<file path="config.mk">
export PLATFORM = sky130hd
export DESIGN_NAME = ksa_multiplier_delayed
export DESIGN_NICKNAME = d
export VERILOG_FILES = /design/src/rtl/ksa_multiplier_delayed.sv
export SDC_FILE = /design/constraint.sdc
export NUM_CORES = 2
export LEC_CHECK = 0
export CELL_PAD_IN_SITES_DETAIL_PLACEMENT = 1
export CELL_PAD_IN_SITES_GLOBAL_PLACEMENT = 1
export CORE_MARGIN = 2
export CORE_UTILIZATION = 45
export CTS_CLUSTER_DIAMETER = 80
export DETAILED_ROUTE_END_ITERATION = 7
export GPL_ROUTABILITY_DRIVEN = 0
export PLACE_DENSITY = 0.8
export SLEW_MARGIN = 20
export SYNTH_ARGS = -nofsm -noshare
export SYNTH_HDL_FRONTEND = slang
export SYNTH_SLANG_ARGS = --single-unit
</file>
<file path="constraint.sdc">
create_clock -name clk -period 7.1 [get_ports clk]
set_input_delay 1.42 -clock clk [delete_from_list [all_inputs] [get_ports clk]]
set_output_delay 1.42 -clock clk [all_outputs]
set_load 0.02 [all_outputs]
</file>
<file path="src/rtl/ksa_multiplier_delayed.sv">
// Two-stage unsigned WIDTH x WIDTH multiplier: split-operand partial products,
// then an exact recombination built from Kogge-Stone parallel-prefix adders.

module ksa_adder #(
    parameter int N = 8
) (
    input  logic [N-1:0] a_i,
    input  logic [N-1:0] b_i,
    output logic [N-1:0] sum_o
);
    localparam int L = (N > 1) ? $clog2(N) : 1;

    logic [N-1:0] g [0:L];
    logic [N-1:0] p [0:L];

    // Level k merges each (G,P) pair with the one 2^k bits below it.
    always_comb begin
        g[0] = a_i & b_i;
        p[0] = a_i ^ b_i;
        for (int k = 0; k < L; k++) begin
            g[k+1] = g[k];
            p[k+1] = p[k];
            for (int i = (1 << k); i < N; i++) begin
                g[k+1][i] = g[k][i] | (p[k][i] & g[k][i-(1<<k)]);
                p[k+1][i] = p[k][i] & p[k][i-(1<<k)];
            end
        end
    end

    // Carry into bit i is the group generate of bits i-1..0; carry-in is 0.
    assign sum_o = p[0] ^ {g[L][N-2:0], 1'b0};
endmodule

module ksa_multiplier_delayed #(
    parameter int WIDTH = 28
) (
    input  logic                 clk,
    input  logic                 rst,
    input  logic [WIDTH-1:0]     in1,
    input  logic [WIDTH-1:0]     in2,
    output logic [2*WIDTH-1:0]   out
);
    localparam int H  = (WIDTH + 1) / 2;
    localparam int HW = 2 * H;
    localparam int MW = HW + 1;
    localparam int FW = 4 * H;
    localparam int OW = 2 * WIDTH;

    logic [HW-1:0] a_ext, b_ext;
    logic [H-1:0]  a_lo, a_hi, b_lo, b_hi;

    logic [HW-1:0] ll_p1_d, lh_p1_d, hl_p1_d, hh_p1_d;
    logic [HW-1:0] ll_p1_q, lh_p1_q, hl_p1_q, hh_p1_q;

    logic [MW-1:0] mid_sum;
    logic [FW-1:0] full_sum;
    logic [OW-1:0] out_p2_d, out_p2_q;

    // Odd widths are padded to an even split so both halves are H bits.
    assign a_ext = HW'(in1);
    assign b_ext = HW'(in2);
    assign a_lo  = a_ext[H-1:0];
    assign a_hi  = a_ext[HW-1:H];
    assign b_lo  = b_ext[H-1:0];
    assign b_hi  = b_ext[HW-1:H];

    assign ll_p1_d = HW'(a_lo) * HW'(b_lo);
    assign lh_p1_d = HW'(a_lo) * HW'(b_hi);
    assign hl_p1_d = HW'(a_hi) * HW'(b_lo);
    assign hh_p1_d = HW'(a_hi) * HW'(b_hi);

    // ---- stage 1 -> stage 2 boundary: partial products ----
    always_ff @(posedge clk) begin
        if (rst) begin
            ll_p1_q <= '0;
            lh_p1_q <= '0;
            hl_p1_q <= '0;
            hh_p1_q <= '0;
        end else begin
            ll_p1_q <= ll_p1_d;
            lh_p1_q <= lh_p1_d;
            hl_p1_q <= hl_p1_d;
            hh_p1_q <= hh_p1_d;
        end
    end

    // Cross terms get one extra bit so their sum never wraps.
    ksa_adder #(.N(MW)) u_mid_add (
        .a_i   (MW'(lh_p1_q)),
        .b_i   (MW'(hl_p1_q)),
        .sum_o (mid_sum)
    );

    // hh<<2H + ll never overlap, so they concatenate; only the cross term is added.
    ksa_adder #(.N(FW)) u_final_add (
        .a_i   ({hh_p1_q, ll_p1_q}),
        .b_i   (FW'({mid_sum, {H{1'b0}}})),
        .sum_o (full_sum)
    );

    assign out_p2_d = OW'(full_sum);

    // ---- stage 2 boundary: registered product ----
    always_ff @(posedge clk) begin
        if (rst) begin
            out_p2_q <= '0;
        end else begin
            out_p2_q <= out_p2_d;
        end
    end

    assign out = out_p2_q;
endmodule

</file>
==> summary.txt <==
Worst setup path
  – Crit path capture type: register
  – CP Data Arrival Time: 7.53 ns
  – Critical path's largest stage delay: 0.78 ns
  – CP max FO: 12
  – Setup CP Type: input pin to register
  – Most used cell, CP: fa_1
  – Worst path depth: 20
  – R2r worst-path depth: 21
  – Worst setup SP type: input pin
  – Critical Path RT: 7.46 ns
  – CP max stage cell: fa_1
  – Worst Path Buf+Inv: 3
  – CP Cell Sequence: clkdlybuf4s50_1 > buf_4 > buf_4 > and2_1 > fa_1 > fa_1 > fa_1 > fa_1 > fa_1 > ha_1 > ha_1 > a21o_1 > a21o_1 > a21o_1 > a21o_1 > a211oi_1 > o21ai_1 > a21oi_1 > xor2_1 > nor2_1
  – Crit-path leading delay family: adder cells

Final layout
  – Nets: 5282
  – Layout Utilization: 0.557
  – Commonest non-fill, non-tap cell in the layout: inv_1
  – Seq. cell area: 3360 sq um
  – Layout area overhead: 22.1%
  – Area taken by multi-input logic gates: 27400 sq um
  – Fillers: 8306
  – Layout cells sized above 1: 0.157
  – Commonest non-fill, non-tap cells in the layout: inv_1 (632), fa_1 (558), nand2_1 (469), ha_1 (413), buf_4 (410)

Floorplanning
  – # IOs: 114
  – Die height: 276 um
  – Core footprint: 73200 sq um
  – Row cnt: 99
  – Die area: 76400 sq um
  – Starting Density: 0.456
  – Die width: 276 um

Drt
  – Met1 Wirelength: 49300 um
  – Met2 WL post-DR: 65100 um
  – Uppermost layer routed: met5
  – Vias: 30700
  – Post-DR wirelength/cell: 26.2 um
  – Vias per cell: 5.89
  – DRT antenna net count: 0
  – Drt pass-1 iters: 6
  – Initial drt markers: 2799
  – Met3 wire len: 12100 um
  – Routed wire length: 137000 um
  – # DRC: 0

Yosys
  – Main synth FF type: dfxtp_1
  – Post-Synth XOR/XNOR Area: 0.0393
  – Simple-gate share of the synthesized area: 0.179
  – Area share of fa/ha/maj cells after synthesis: 0.498
  – Number of synthesized flops with an enable pin: 0
  – Mapped cell area: 33400 sq um
  – YS warnings: 0
  – Sequential share of the synthesized area: 0.101
  – Compound-Gate Fraction of Synth Area: 0.0854
  – Synthesized Nets: 4855
  – Main combinational cell family by area after synthesis: adder cells
  – Mapped Cells: 3806
  – Asr flop ratio synth: 0
  – Synth Register Bits: 168
  – Yosys cell types: 81
  – Post-Syn Area per Cell: 8.78 sq um
  – Post-synthesis mux area share: 0.000637

Min path
  – Hold path depth: 1
  – Worst min-delay path class: register to register

Placement
  – Port bufs: 113
  – Pre-CTS setup slack: -0.826 ns
  – Final HPWL DP: 94600 um

Timing
  – Final setup TNS: -0.227 ns
  – Worst-Margin Slew: 1.13 ns
  – Setup-failing EPs final: 7
  – Hold Fails Final Rpt: 0
  – Tcrit/Tclk final: 1.01
  – Setup Skew: 0.0332 ns
  – Worst relative slew slack: 0.247
  – Hold slack final: 0.450 ns
  – Highest clock rate: 0.139 GHz
  – PnR worst setup slack: -0.0761 ns
  – Tmin final: 7.18 ns
  – Slew Viols, Final: 0

Clocking
  – Clk_lat worst skew: 0.50 ns
  – TritonCTS Buffers: 17
  – CTS tree: done
  – CTS root buf: clkbuf_16
  – Clock Sinks: 168
  – Hold_buf cts: 0
  – Clock-pin slew on the worst setup and hold paths: 0.08 ns
  – Clock buffer depth: 2
  – H-tree depth: 4

GRT
  – Tot GR Track Use: 0.305
  – Largest net degree at the start of global routing: 71
  – Initial antenna violation count: 8
  – GRT Residual Overflow: 0
  – First-pass GRT wire length: 182000 um
  – Vias in the first global route: 32800

Status
  – Status: finished with violations
  – Failing checks: negative setup slack

Job
  – Max Cap Viol: 0
-- cell type report --
type | instances | share of cell area
clock buffers | 17 | 0.0104
clock inverters | 15 | 0.00368
inverters | 649 | 0.0597
repair buffers | 608 | 0.142
flip-flops and latches | 168 | 0.0824
multi-input cells | 2789 | 0.672
well taps | 959 | 0.0294
diodes | 8 | 0.000491
-- sequential cells by signal (all words and copies together) (netlist names) --
register and cells:
hl_p1_q 28, out 56, ll_p1_q 28, lh_p1_q 28
hh_p1_q 28
-- cell families (layout without fill, tap and decap cells) --
logic type               after synthesis  after routing
flip-flops                           168            168
XOR/XNOR                             150            150
buffers and inverters                849           1289
AO/OA/AOI/OAI                        428            428
adder cells (fa/ha/maj)              991            991
AND/OR/NAND/NOR                     1218           1218
other                                  0              8
multiplexers                           2              2
-- final timing paths --
| path | startpoint | to | slack (ns) |
|---|---|---|---|
| worst max register to register | lh_p1_q[0] | out[48] | 2.22 |
| worst min register to register | ll_p1_q[6] | out[6] | 0.45 |
| worst min-delay path | ll_p1_q[6] | out[6] | 0.45 |
| worst max-delay path | in2[25] | lh_p1_q[24] | -0.08 |
-- worst reg2reg max path, stage by stage (launching register included) --
cell and delay [ns]:
dfxtp_1 0.30, ha_1 0.24, fa_1 0.42, a21o_1 0.18, a21oi_1 0.20, nand2b_1 0.16, a21oi_1 0.12, o21ai_1 0.30
nor2b_1 0.11, o21ai_0 0.16, nand2b_1 0.08, xor2_1 0.14, ha_1 0.41, nand2_1 0.09, o21a_1 0.19, o2111a_1 0.15
a21oi_2 0.28, a211o_2 0.24, a31oi_4 0.14, o31ai_4 0.55, nand3b_1 0.16, a21oi_1 0.19
-- cell usage after synthesis (all sizes together) (3+ instances only) --
library cell  number  area, sq um
clkbuf           187          702
a211o              6         53.8
a21bo              5         50.1
buf               12         86.3
and4               5         43.8
or3                5         31.3
o2111ai            4         35.0
nand3b             5         37.5
and2             387         2420
a221o              4         40.0
xnor2             79          692
a31o               3         26.3
nor2b             42          263
a31oi             12         90.1
o41ai              4         50.1
o311ai             6         52.6
inv              649         2440
o21ai             68          344
nor3              22          110
a2111oi            4         35.0
dfxtp            168         3360
o31ai             11         96.3
ha               425         5320
a21o              78          588
o31a               4         35.0
and3b              5         43.8
nor3b              4         30.0
xor2              71          622
a21oi            137          704
nor4b              3         26.3
nand2b            13         81.3
nand3             32          160
o21bai            24          180
o211ai             6         50.1
fa               566        11300
o21a              17          128
nand2            472         1770
nand4             20          131
a21boi             4         30.0
nor2             182          683
and3              16          101
a211oi            17          128
-- metrics by stage --
stage          cells  cell area, sq um
2_1_floorplan   3806             33400
3_3_place_gp    5124             38900
3_5_place_dp    5124             38900
4_1_cts         5162             39700
5_1_grt         5205             40800
6_report        5213             40800
-- timing repair --
item,in CTS,in global routing
resized for setup,32,178
setup buffers,5,38
endpoints found under the setup margin,30,51
pin swaps,18,105
gates cloned,1,5
-- routing by layer --
| metal | global-route usage | vias to the layer above |
|---|---|---|
| met3 | 0.0417 | 738 |
| li1 | - | 12600 |
| met4 | 0.142 | 6 |
| met2 | 0.534 | 1847 |
| met5 | 0 | - |
| met1 | 0.370 | 15500 |
Power is left out: the tool's default activity adds up to more than one toggle a clock period on the data nets, which glitch-free logic cannot reach.
